### config.mk
export PLATFORM = sky130hd
export DESIGN_NAME = seq_multiplier
export DESIGN_NICKNAME = d
export VERILOG_FILES = /design/src/rtl/mult_pkg.sv /design/src/rtl/seq_multiplier.sv
export SDC_FILE = /design/constraint.sdc
export NUM_CORES = 1
export LEC_CHECK = 0
export CORE_MARGIN = 1.5
export CORE_UTILIZATION = 40
export CTS_CLUSTER_SIZE = 12
export DETAILED_ROUTE_END_ITERATION = 8
export REMOVE_ABC_BUFFERS = 1
export SLEW_MARGIN = 30
export SYNTH_ARGS = -nofsm -noshare
export SYNTH_HDL_FRONTEND = slang
export SYNTH_SLANG_ARGS = --single-unit
### constraint.sdc
create_clock -name clk -period 2.52 [get_ports clk]
set_input_delay 0.378 -clock clk [delete_from_list [all_inputs] [get_ports clk]]
set_output_delay 0.378 -clock clk [all_outputs]
set_load 0.02 [all_outputs]
### src/rtl/mult_pkg.sv
// Shared types and sizing helpers for the sequential shift-add multiplier.
package mult_pkg;

    typedef enum logic [1:0] {
        IDLE = 2'd0,
        RUN  = 2'd1,
        DONE = 2'd2
    } mult_state_t;

    localparam int MULT_WIDTH_DEFAULT = 4;

    // Step counter must index bit positions 0..w-1; keep at least one bit.
    function automatic int mult_cnt_w(input int w);
        return (w < 2) ? 1 : $clog2(w);
    endfunction

endpackage

### src/rtl/seq_multiplier.sv
// Unsigned shift-add multiplier, one partial product per clock, start/ready in and done pulse out.
// Latency WIDTH cycles from the accepting edge; start is ignored while busy.
module seq_multiplier
    import mult_pkg::*;
#(
    parameter int WIDTH = MULT_WIDTH_DEFAULT
) (
    input  logic                 clk,
    input  logic                 rst,
    input  logic                 start,
    input  logic [WIDTH-1:0]     a,
    input  logic [WIDTH-1:0]     b,
    output logic                 ready,
    output logic                 busy,
    output logic                 done,
    output logic [2*WIDTH-1:0]   p
);

    localparam int CW = mult_cnt_w(WIDTH);
    localparam int PW = 2 * WIDTH;

    mult_state_t     r_state;
    logic [PW-1:0]   r_mcand;
    logic [WIDTH-1:0] r_mplier;
    logic [PW-1:0]   r_acc;
    logic [CW-1:0]   r_count;
    logic [PW-1:0]   r_p;

    logic [PW-1:0]   w_addend;
    logic [PW-1:0]   w_acc_next;
    logic            w_last;

    // Addend is formed at full product width so the shifted multiplicand never truncates.
    assign w_addend   = r_mplier[0] ? (r_mcand << r_count) : '0;
    assign w_acc_next = r_acc + w_addend;
    assign w_last     = (r_count == CW'(WIDTH - 1));

    always_ff @(posedge clk) begin
        if (rst) begin
            r_state  <= IDLE;
            r_mcand  <= '0;
            r_mplier <= '0;
            r_acc    <= '0;
            r_count  <= '0;
            r_p      <= '0;
        end else begin
            unique case (r_state)
                IDLE, DONE: begin
                    if (start) begin
                        r_mcand  <= {{WIDTH{1'b0}}, a};
                        r_mplier <= b;
                        r_acc    <= '0;
                        r_count  <= '0;
                        r_state  <= RUN;
                    end else begin
                        r_state  <= IDLE;
                    end
                end
                RUN: begin
                    r_acc    <= w_acc_next;
                    r_mplier <= r_mplier >> 1;
                    r_count  <= r_count + 1'b1;
                    if (w_last) begin
                        r_p     <= w_acc_next;
                        r_state <= DONE;
                    end
                end
                default: r_state <= IDLE;
            endcase
        end
    end

    assign ready = (r_state == IDLE) || (r_state == DONE);
    assign busy  = (r_state == RUN);
    assign done  = (r_state == DONE);
    assign p     = r_p;

endmodule
Word-level counts from Yosys, hierarchy flattened
Cells that the tools add are included.
Storage, ports and cells
  register bits: 28
  output and inout bits: 11
  logic and storage cells: 31
Cells by class
  mux-type cells: 10
  shift operators: 1
  reduce and logical (&&, ||, !) cells: 7
  add/sub/neg operators: 2
  equality and inequality tests: 5
Operators with widths (count)
  2-to-1 mux 8 bit: 2
  one-hot mux 8 bit (2 select lines): 1
  adder 8 bit: 1
  one-hot mux 2 bit (2 select lines): 2
  one-hot mux 4 bit (2 select lines): 1
  << shifter 4 x 2 -> 8 bit: 1
  AND reduction 2 bit: 3
  equality test 2 bit (second input constant): 2
  2-to-1 mux 2 bit: 2
  2-to-1 mux 4 bit: 1
  adder 2 x 1 -> 2 bit (second input constant): 1
  equality test 2 x 1 -> 1 bit (second input constant): 1
  zero test 2 bit: 1
  inequality test 2 x 1 -> 1 bit (second input constant): 1
  inequality test 2 bit (second input constant): 1
  nonzero test 2 bit: 1
  OR reduction 2 bit: 1
  logical OR 1 bit: 1
  2-to-1 mux 1 bit: 1

Logic depth before layout (Yosys ltp)
Gate-level depths: netlist of the first run.
  depth after elaboration: 4
  gate-level depth with buffers: 10
  gate-level depth less buffers: 9

Worst setup path before layout of the first run
No wires, ideal clock.
  path kind: register to register
  from: reg r_count[1]
  to: reg r_acc[6]
  library setup time: 87 ps
  arrival time: 2261 ps
  path slack: 171 ps
  period minus slack after synthesis: 2349 ps
  buffers on the path: 1
  data required time: 2433 ps
  stages on the path, launching flop included: 11
  cells stage by stage: dfxtp_1 -> clkbuf_1 -> mux2_2 -> nand2_1 -> o21ai_0 -> and2_1 -> ha_1 -> o21a_1 -> a2111oi_2 -> nor3b_1 -> o31ai_1
On the way
  longest elaborated chain between the ends: 4
Ends and longest elaborated chain
  from (decl): RTL line seq_multiplier.sv:26  | logic [CW-1:0] r_count;
  from (signal assigned): RTL line seq_multiplier.sv:62  | r_count <= r_count + 1'b1;
  << shifter 4 x 2 -> 8 bit: RTL line seq_multiplier.sv:34  | assign w_addend = r_mplier[0] ? (r_mcand << r_count) : '0;
  2-to-1 mux 8 bit: RTL line seq_multiplier.sv:34
  adder 8 bit: RTL line seq_multiplier.sv:35  | assign w_acc_next = r_acc + w_addend;
  one-hot mux 8 bit (2 select lines): RTL line seq_multiplier.sv:47  | unique case (r_state)
  to (signal assigned): RTL line seq_multiplier.sv:60  | r_acc <= w_acc_next;
  to (decl): RTL line seq_multiplier.sv:25  | logic [PW-1:0] r_acc;
No other way between the ends.
A chain may end at the register's enable or synchronous reset.

Worst setup path in the final report of the first run
Ends and elaborated chain as after synthesis.

==> results of run 1 <==
## power groups by stage
stage | Sequential, mW | Combinational [mW] | Clock (mW)
after floorplan | 0.477 | 0.0564 | 0
after global placement | 0.479 | 0.107 | 0
after detailed placement | 0.481 | 0.108 | 0
after CTS | 0.470 | 0.109 | 0.246
after global routing | 0.472 | 0.120 | 0.260
final | 0.470 | 0.108 | 0.235
## per-stage QoR
step	setup slack [ns]	area, µm²	instances	util, %
final	0.238	1840	255	50.2
after global routing	0.0431	1840	255	50.2
after CTS	0.0807	1830	255	50.0
after detailed placement	0.122	1790	252	48.9
after global placement	0.190	1790	252	48.9
after floorplan	0.292	1480	178	-
## cell type report
class	instances	share of cell area, %
tap	48	3.27
inverter	3	0.613
timing repair buffer	26	13.5
sequential	28	30.8
multi-input combinational	147	49.6
clock buffer	3	2.25
## state kept, by name (all words and copies together), names as in the netlist
signal / flops
p: 8
r_acc: 8
r_count: 2
r_mcand: 4
r_mplier: 4
r_state: 2
## routing by layer
layer  global-route usage, %  share of wire, %
met1                    23.7                47
met2                    33.1                48
met3                    1.56               3.9
met4                    6.12               1.0
met5                       0                 0
## cells in the final DEF, fill, tap and decap left out, types with 2 or more instances in the layout
master,n
sky130_fd_sc_hd__clkdlybuf4s50_1,21
sky130_fd_sc_hd__mux2i_1,3
sky130_fd_sc_hd__a22oi_1,4
sky130_fd_sc_hd__nand4b_1,2
sky130_fd_sc_hd__clkbuf_8,3
sky130_fd_sc_hd__nand2_1,30
sky130_fd_sc_hd__o21ai_0,5
sky130_fd_sc_hd__inv_1,2
sky130_fd_sc_hd__nor2_1,24
sky130_fd_sc_hd__a21oi_1,11
sky130_fd_sc_hd__nor2b_1,3
sky130_fd_sc_hd__or2_2,2
sky130_fd_sc_hd__a21o_1,3
sky130_fd_sc_hd__o31ai_1,2
sky130_fd_sc_hd__nor3b_1,3
sky130_fd_sc_hd__nand3b_1,5
sky130_fd_sc_hd__a211oi_1,2
sky130_fd_sc_hd__buf_4,5
sky130_fd_sc_hd__a311oi_1,3
sky130_fd_sc_hd__dfxtp_1,26
sky130_fd_sc_hd__a211o_1,6
sky130_fd_sc_hd__nand3_1,8
sky130_fd_sc_hd__nand4_1,2
sky130_fd_sc_hd__nand2b_1,4
sky130_fd_sc_hd__and2_1,3
sky130_fd_sc_hd__ha_1,8
sky130_fd_sc_hd__a32oi_1,2
## cell families after synthesis
group | after synthesis
AO/OA/AOI/OAI | 43
XOR/XNOR | 1
adder cells (fa/ha/maj) | 9
buffers and inverters | 14
flip-flops | 28
multiplexers | 4
AND/OR/NAND/NOR | 90
## worst paths after layout
check / from / endpoint / cells after the start / slack (ns)
worst min-delay path: p[4] / p[4] / 2 / 0.46
worst max register to register: r_count[1] / r_acc[6] / 8 / 0.24
worst max-delay path: r_count[1] / r_acc[6] / 8 / 0.24
worst min register to register: p[4] / p[4] / 2 / 0.46
## worst max-delay path, cell delays in order, from the launching register on
cell and delay (ns):
sky130_fd_sc_hd__dfxtp_4 0.42, sky130_fd_sc_hd__mux2i_1 0.21, sky130_fd_sc_hd__o21ai_0 0.08, sky130_fd_sc_hd__and2_1 0.16, sky130_fd_sc_hd__ha_1 0.34, sky130_fd_sc_hd__a211o_1 0.37, sky130_fd_sc_hd__a2111oi_2 0.30, sky130_fd_sc_hd__nor3b_1 0.11
sky130_fd_sc_hd__o31ai_1 0.20
==> impl_results.html, run 1 <==
<table>
<tr><th>Metric</th><th>Value</th></tr>
<tr><th colspan="2">Outcome</th></tr>
<tr><td>Status</td><td>completed</td></tr>
<tr><th colspan="2">Yosys</th></tr>
<tr><td>Count of distinct cell types in the synthesized netlist</td><td>between 40 and 50</td></tr>
<tr><td>Area leader, netlist</td><td>sky130_fd_sc_hd__dfxtp_1</td></tr>
<tr><td>Main synth FF type</td><td>sky130_fd_sc_hd__dfxtp_1</td></tr>
<tr><td>Post-synthesis adder-cell area fraction</td><td>7.87%</td></tr>
<tr><td>Synth top area share</td><td>between 30% and 40%</td></tr>
<tr><td>Top post-synthesis cells by area</td><td>sky130_fd_sc_hd__dfxtp_1 (37%), sky130_fd_sc_hd__nand2_1 (7.4%), sky130_fd_sc_hd__ha_1 (6.6%), sky130_fd_sc_hd__nor2_1 (5.9%), sky130_fd_sc_hd__a21oi_1 (3.6%)</td></tr>
<tr><td>Top cells by instance count after synthesis</td><td>sky130_fd_sc_hd__nand2_1 (30), sky130_fd_sc_hd__dfxtp_1 (28), sky130_fd_sc_hd__nor2_1 (24), sky130_fd_sc_hd__a21oi_1 (11)</td></tr>
<tr><td>Instance count of the mapped netlist</td><td>189</td></tr>
<tr><td>Xor-xnor portion of the synthesized cell area</td><td>less than 1%</td></tr>
<tr><td>Combinational family with the most area after synthesis</td><td>simple AND/OR/NAND/NOR gates</td></tr>
<tr><td>Number of enable-type register cells in the synthesized netlist</td><td>0</td></tr>
<tr><td>Sequential area share after synthesis</td><td>a little under two fifths</td></tr>
<tr><td>Count of warnings emitted by yosys</td><td>0</td></tr>
<tr><td>Most common cell in the synthesized netlist</td><td>sky130_fd_sc_hd__nand2_1</td></tr>
<tr><td>Fraction of the mapped netlist area in simple logic gates</td><td>between 20% and 30%</td></tr>
<tr><td>Area fraction in compound gates after synthesis</td><td>about a fifth</td></tr>
<tr><td>Number of synthesized register bits</td><td>28</td></tr>
<tr><td>Proportion of synthesized area in mux cells</td><td>2.70%</td></tr>
<tr><td>Post-Syn Area per Cell</td><td>between 8 and 9 µm²</td></tr>
<tr><td>Mapped Area</td><td>approximately 1500 µm²</td></tr>
<tr><td>Synth async-reset ratio</td><td>0%</td></tr>
<tr><th colspan="2">Die</th></tr>
<tr><td>DIE HEIGHT</td><td>approximately 65 µm</td></tr>
<tr><td>Horizontal die dimension</td><td>64.8 µm</td></tr>
<tr><td>Boundary pin count</td><td>22</td></tr>
<tr><td>Die Footprint</td><td>~4200 µm²</td></tr>
<tr><td>Num rows</td><td>22</td></tr>
<tr><td>Initial Utilization</td><td>a little over two fifths</td></tr>
<tr><td>Core area</td><td>between 3000 and 4000 µm²</td></tr>
<tr><th colspan="2">Setup path</th></tr>
<tr><td>Arr. time, crit path</td><td>2.46 ns</td></tr>
<tr><td>Data required time at the worst endpoint</td><td>roughly 2.7 ns</td></tr>
<tr><td>Category of the worst setup path launch point</td><td>flip-flop</td></tr>
<tr><td>Max Fanout on Critical Path</td><td>11</td></tr>
<tr><td>Category of the worst setup path capture point</td><td>flip-flop</td></tr>
<tr><td>Type of the worst setup path</td><td>reg -&gt; reg</td></tr>
<tr><th colspan="2">Routing</th></tr>
<tr><td>Wire length per cell after detailed routing</td><td>~14 µm</td></tr>
<tr><td>DRC violations left</td><td>0</td></tr>
<tr><td>1st-pass router iterations</td><td>4</td></tr>
<tr><td>Detailed-route wire length</td><td>approximately 3500 µm</td></tr>
<tr><td>Starting DRT DRC Count</td><td>38</td></tr>
<tr><td>Number of nets still failing antenna checks after routing</td><td>0</td></tr>
<tr><td>Via-per-instance ratio</td><td>5.48</td></tr>
<tr><td>Number of vias after detailed routing</td><td>about 1,400</td></tr>
<tr><th colspan="2">Placement</th></tr>
<tr><td>Global placer's final weighted congestion</td><td>approximately 0.85</td></tr>
<tr><td>Number of port buffers</td><td>21</td></tr>
<tr><td>Half-perimeter wire length after detailed placement</td><td>between 2000 and 3000 µm</td></tr>
<tr><th colspan="2">Power</th></tr>
<tr><td>Portion of total power attributed to sequential cells</td><td>between 50% and 60%</td></tr>
<tr><td>Sw Pwr</td><td>just over 200 µW</td></tr>
<tr><td>Power consumption</td><td>about 810 µW</td></tr>
<tr><td>Share of total power in combinational logic</td><td>about an eighth</td></tr>
<tr><td>Proportion of power drawn by the clock network</td><td>between 20% and 30%</td></tr>
<tr><td>Leakage power of the design</td><td>0.728 nW</td></tr>
<tr><td>Fraction of power spent switching nets</td><td>about a quarter</td></tr>
<tr><td>Power density cells</td><td>443 nW/µm²</td></tr>
<tr><td>IR Drop Worst-Case VDD</td><td>0.000222 V</td></tr>
<tr><td>Internal Power</td><td>between 600 and 700 µW</td></tr>
<tr><th colspan="2">Clock network</th></tr>
<tr><td>Number of buffers on the longest clock path</td><td>2</td></tr>
<tr><td>Root buffer cell</td><td>sky130_fd_sc_hd__clkbuf_8</td></tr>
<tr><td>Cts bufs inserted</td><td>3</td></tr>
<tr><td>PostCTS Resize Cnt</td><td>0</td></tr>
<tr><td>Htree depth</td><td>1</td></tr>
<tr><td>Clock slew seen by the registers of the worst setup and hold paths</td><td>around 0.09 ns</td></tr>
<tr><td>CTS Sinks</td><td>28</td></tr>
<tr><td>Number of buffers inserted to repair setup after CTS</td><td>0</td></tr>
<tr><td>Worst-Skew Late Latency</td><td>between 0.2 and 0.3 ns</td></tr>
<tr><td>TritonCTS clock tree</td><td>yes</td></tr>
<tr><td>Hold buffer count at cts</td><td>0</td></tr>
<tr><th colspan="2">Final layout</th></tr>
<tr><td>Total Nets Final</td><td>between 200 and 250</td></tr>
<tr><td>FF+latch area</td><td>about 570 µm²</td></tr>
<tr><td>Synthesis-to-finish area growth</td><td>20.3%</td></tr>
<tr><td>Multi-input logic area</td><td>approximately 910 µm²</td></tr>
<tr><td>Fillers</td><td>between 300 and 400</td></tr>
<tr><td>Fraction of layout instances using a drive strength above 1</td><td>under 10%</td></tr>
<tr><td>Antenna diodes</td><td>0</td></tr>
<tr><th colspan="2">Global routing</th></tr>
<tr><td>Number of global-route vias before repair</td><td>~1,400</td></tr>
<tr><td>Gr ovfl total</td><td>0</td></tr>
<tr><td>Initial antenna violation count</td><td>0</td></tr>
<tr><td>Largest net degree at the start of global routing</td><td>16</td></tr>
<tr><td>GRT Total Usage</td><td>18.7%</td></tr>
<tr><td>First-pass GRT wire length</td><td>between 6000 and 7000 µm</td></tr>
<tr><th colspan="2">STA</th></tr>
<tr><td>Final Hold Vio Count</td><td>0</td></tr>
<tr><td>Maximum clock skew at final layout</td><td>roughly 0.0025 ns</td></tr>
<tr><td>Final Slew Violations</td><td>0</td></tr>
<tr><td>Worst Max-Slew Pin Slew</td><td>between 0.5 and 0.6 ns</td></tr>
<tr><td>Shortest clock period the worst path allows after layout</td><td>between 2 and 2.5 ns</td></tr>
<tr><td>Final number of setup-violating endpoints</td><td>0</td></tr>
<tr><td>Unrepaired setup endpoints after global routing</td><td>no</td></tr>
<tr><td>Max frequency</td><td>438 MHz</td></tr>
<tr><td>Worst rel slew slack</td><td>63.5%</td></tr>
<tr><td>Total negative slack for setup checks</td><td>0 ns</td></tr>
<tr><td>Final clock period utilization by the worst path</td><td>around nine tenths</td></tr>
<tr><td>Final worst hold slack</td><td>0.456 ns</td></tr>
<tr><th colspan="2">Run</th></tr>
<tr><td># Max-Cap Violations</td><td>0</td></tr>
<tr><th colspan="2">Min path</th></tr>
<tr><td>Type of the worst min-delay path</td><td>reg -&gt; reg</td></tr>
</table>
Power figures use the tool's default switching activity.
==> run 2: changes to the inputs <==
CAP_MARGIN = 10   (was unset)
CTS_CLUSTER_DIAMETER = 120   (was unset)
==> results of run 2 <==
The final DEF is identical to that of run 1; final timing and power are the same.
==> run 3: changes to the inputs <==
CORE_MARGIN = 2   (was 1.5)
==> run 3 against run 2 <==
  * Clock skew increased by 0.0067 ns
  * Combinational power barely moved
  * Setup slack worse by 0.011 ns
  * Critical path depth shrank 1
  * Critical path type unchanged
  * Critical endpoint is now p[6]
  * Highest routed layer unchanged
==> impl_results.html, run 3 (synthesized netlist as in run 1, its figures left out) <==
<table>
<tr><th>Metric</th><th>Value</th></tr>
<tr><th colspan="2">Clock network</th></tr>
<tr><td>Htree depth</td><td>1 (unchanged)</td></tr>
<tr><td>Worst-Skew Late Latency</td><td>0.28 ns (about the same)</td></tr>
<tr><td>CTS Sinks</td><td>28 (unchanged)</td></tr>
<tr><td>Clock slew seen by the registers of the worst setup and hold paths</td><td>0.10 ns (about the same)</td></tr>
<tr><td>Cts bufs inserted</td><td>3 (unchanged)</td></tr>
<tr><td>TritonCTS clock tree</td><td>yes</td></tr>
<tr><td>Number of buffers on the longest clock path</td><td>2 (unchanged)</td></tr>
<tr><td>Number of buffers inserted to repair setup after CTS</td><td>0 (unchanged)</td></tr>
<tr><td>Root buffer cell</td><td>sky130_fd_sc_hd__clkbuf_8</td></tr>
<tr><th colspan="2">STA</th></tr>
<tr><td>Final clock period utilization by the worst path</td><td>91.0% (+0.43 points)</td></tr>
<tr><td>Final Hold Vio Count</td><td>0 (unchanged)</td></tr>
<tr><td>Final Slew Violations</td><td>0 (unchanged)</td></tr>
<tr><td>Maximum clock skew at final layout</td><td>0.00917 ns (+0.00669 ns)</td></tr>
<tr><td>Unrepaired setup endpoints after global routing</td><td>no</td></tr>
<tr><td>Worst rel slew slack</td><td>64.6% (+1.1 points)</td></tr>
<tr><td>Max frequency</td><td>436 MHz (-0.47%)</td></tr>
<tr><td>Final number of setup-violating endpoints</td><td>0 (unchanged)</td></tr>
<tr><td>Worst Max-Slew Pin Slew</td><td>0.529 ns (-0.0164 ns)</td></tr>
<tr><td>Shortest clock period the worst path allows after layout</td><td>2.29 ns (+0.0109 ns)</td></tr>
<tr><td>Total negative slack for setup checks</td><td>0 ns (unchanged)</td></tr>
<tr><th colspan="2">Min path</th></tr>
<tr><td>Min-Delay Endpoint</td><td>p[4]</td></tr>
<tr><td>Hold path cells</td><td>2 (unchanged)</td></tr>
<tr><td>Startpoint of the tightest hold check path</td><td>p[4]</td></tr>
<tr><td>Type of the worst min-delay path</td><td>reg -&gt; reg</td></tr>
<tr><th colspan="2">Placement</th></tr>
<tr><td>Global placer's final weighted congestion</td><td>0.879 (+3.8%)</td></tr>
<tr><td>Half-perimeter wire length after detailed placement</td><td>2630 µm (-0.76%)</td></tr>
<tr><td>Post-DP Area</td><td>1790 µm² (unchanged)</td></tr>
<tr><td>Number of port buffers</td><td>21 (unchanged)</td></tr>
<tr><th colspan="2">Setup path</th></tr>
<tr><td>Category of the worst setup path capture point</td><td>flip-flop</td></tr>
<tr><td>Crit path max-delay cell type</td><td>sky130_fd_sc_hd__fa_1</td></tr>
<tr><td>CP peak stage delay</td><td>0.46 ns (+0.04 ns)</td></tr>
<tr><td>Terminus of the critical flop-to-flop path</td><td>p[6]</td></tr>
<tr><td>Register-to-Register Setup Slack</td><td>0.23 ns (about the same)</td></tr>
<tr><td>Type of the worst setup path</td><td>reg -&gt; reg</td></tr>
<tr><td>Data required time at the worst endpoint</td><td>2.70 ns (about the same)</td></tr>
<tr><td>Startpoint of the worst setup timing path</td><td>r_count[0]</td></tr>
<tr><td>Max Fanout on Critical Path</td><td>6 (-5)</td></tr>
<tr><td>Category of the worst setup path launch point</td><td>flip-flop</td></tr>
<tr><td>Cells on worst reg2reg path</td><td>7 (-1)</td></tr>
<tr><td>Arr. time, crit path</td><td>2.48 ns (+0.02 ns)</td></tr>
<tr><td>Worst reg2reg startpoint</td><td>r_count[0]</td></tr>
<tr><td>Cell-by-cell listing of the critical path</td><td>mux2i_1, nor3b_2, fa_1, a211o_1, a2111oi_2, nor3b_1, o31ai_1</td></tr>
<tr><th colspan="2">Global routing</th></tr>
<tr><td>Initial antenna violation count</td><td>0 (unchanged)</td></tr>
<tr><td>Largest net degree at the start of global routing</td><td>17 (+1)</td></tr>
<tr><td>Number of global-route vias before repair</td><td>1,364 (-1.0%)</td></tr>
<tr><td>First-pass GRT wire length</td><td>5980 µm (-3.2%)</td></tr>
<tr><td>GRT Total Usage</td><td>17.6% (-1.1 points)</td></tr>
<tr><td>Gr ovfl total</td><td>0 (unchanged)</td></tr>
<tr><th colspan="2">Die</th></tr>
<tr><td>DIE HEIGHT</td><td>65.8 µm (+1.5%)</td></tr>
<tr><td>Horizontal die dimension</td><td>65.8 µm (+1.5%)</td></tr>
<tr><td>Num rows</td><td>22 (unchanged)</td></tr>
<tr><td>Die Footprint</td><td>4330 µm² (+3.1%)</td></tr>
<tr><td>Boundary pin count</td><td>22 (unchanged)</td></tr>
<tr><td>Initial Utilization</td><td>41.7% (unchanged)</td></tr>
<tr><td>Core area</td><td>3660 µm² (unchanged)</td></tr>
<tr><th colspan="2">Outcome</th></tr>
<tr><td>Status</td><td>completed</td></tr>
<tr><th colspan="2">Power</th></tr>
<tr><td>Power consumption</td><td>938 µW (+15%)</td></tr>
<tr><td>Power density cells</td><td>501 nW/µm² (+13%)</td></tr>
<tr><td>IR Drop Worst-Case VDD</td><td>0.000339 V (+52%)</td></tr>
<tr><td>Leakage power of the design</td><td>0.743 nW (+2.1%)</td></tr>
<tr><th colspan="2">Final layout</th></tr>
<tr><td>Commonest cells after routing, fill and taps aside</td><td>sky130_fd_sc_hd__nand2_1 (30), sky130_fd_sc_hd__dfxtp_1 (26), sky130_fd_sc_hd__nor2_1 (24), sky130_fd_sc_hd__clkdlybuf4s50_1 (21), sky130_fd_sc_hd__a21oi_1 (11)</td></tr>
<tr><td>Most common cell after layout, fill and taps aside</td><td>sky130_fd_sc_hd__nand2_1</td></tr>
<tr><td>FF+latch area</td><td>566 µm² (unchanged)</td></tr>
<tr><td>Fraction of layout instances using a drive strength above 1</td><td>8.65% (+0.92 points)</td></tr>
<tr><td>Synthesis-to-finish area growth</td><td>22.6%</td></tr>
<tr><td>Multi-input logic area</td><td>916 µm² (+0.55%)</td></tr>
<tr><td>Total Nets Final</td><td>229 (unchanged)</td></tr>
<tr><td>Fillers</td><td>367 (+4.6%)</td></tr>
<tr><td>Layout Cell Area excl Fill</td><td>1870 µm² (+1.9%)</td></tr>
<tr><td>Antenna diodes</td><td>0 (unchanged)</td></tr>
<tr><th colspan="2">Routing</th></tr>
<tr><td>Number of vias after detailed routing</td><td>1,410 (+0.93%)</td></tr>
<tr><td>Number of nets still failing antenna checks after routing</td><td>0 (unchanged)</td></tr>
<tr><td>Wire length per cell after detailed routing</td><td>13.7 µm (-0.65%)</td></tr>
<tr><td>1st-pass router iterations</td><td>4 (unchanged)</td></tr>
<tr><td>DRC violations left</td><td>0 (unchanged)</td></tr>
<tr><td>Via-per-instance ratio</td><td>5.51 (+0.54%)</td></tr>
<tr><td>Starting DRT DRC Count</td><td>41 (+7.9%)</td></tr>
<tr><td>Detailed-route wire length</td><td>3500 µm (-0.26%)</td></tr>
<tr><th colspan="2">Run</th></tr>
<tr><td># Max-Cap Violations</td><td>0 (unchanged)</td></tr>
</table>
==> run 3: changes by cell type in the layout (fill, tap and decap cells not counted), sizes merged <==
cell	previous run	this run
bufinv	0	1
==> run 3: power by group <==
group / total (mW) / switching [mW] / leakage, nW / internal [mW]
logic: 0.109 / 0.0595 / 0.479 / 0.0495
clock network: 0.359 / 0.146 / 0.0357 / 0.213
registers: 0.470 / 0.0147 / 0.229 / 0.455
total: 0.938 / 0.220 / 0.743 / 0.718
==> run 3: area by class of cell <==
type	instances	area share, %
inverters	3	0.602
repair buffers	26	13.2
flip-flops and latches	28	30.2
well taps	48	3.21
multi-input cells	147	48.9
clock inverters	1	1.60
clock buffers	3	2.21
==> run 3: per-layer routing <==
metal | global-route usage, % | vias to the layer above | routed length [µm]
met5 | 0 | - | 0
met4 | 3.91 | 0 | 12
met3 | 2.90 | 2 | 92
met2 | 31.7 | 21 | 1680
met1 | 21.7 | 675 | 1710
li1 | - | 712 | -
==> run 3: per-stage QoR <==
step                hold WS, ns  utilization [%]  setup slack, ns  std cells
detailed placement        0.449             48.9            0.123        252
global route              0.481             51.1           0.0225        256
CTS                       0.464             50.9           0.0759        256
global placement          0.444             48.9            0.197        252
finish                    0.460             51.1            0.227        256
floorplan                 0.447                -            0.292        178
==> run 3: critical path: cells and delay by family, from the launching register on <==
kind / cells / cell delay [ns]
fa+ha+maj: 1 / 0.46
compound gates: 3 / 0.84
simple gates: 2 / 0.21
flops: 1 / 0.40
mux: 1 / 0.28
==> run 3: how the worst max path moves through the flow <==
stage,to,slack [ns],cells after the start
final,p[6],0.23,7
after global routing,r_acc[6],0.02,8
after CTS,p[6],0.08,9
after detailed placement,p[6],0.12,9
after global placement,p[6],0.20,9
after floorplan,p[6],0.29,9
==> run 3: repair_timing <==
item | in CTS | in global routing
setup endpoints to repair | 0 | 6
hold endpoints to repair | 0 | 0
hold buffers | 0 | 0
resized for setup | 0 | 4
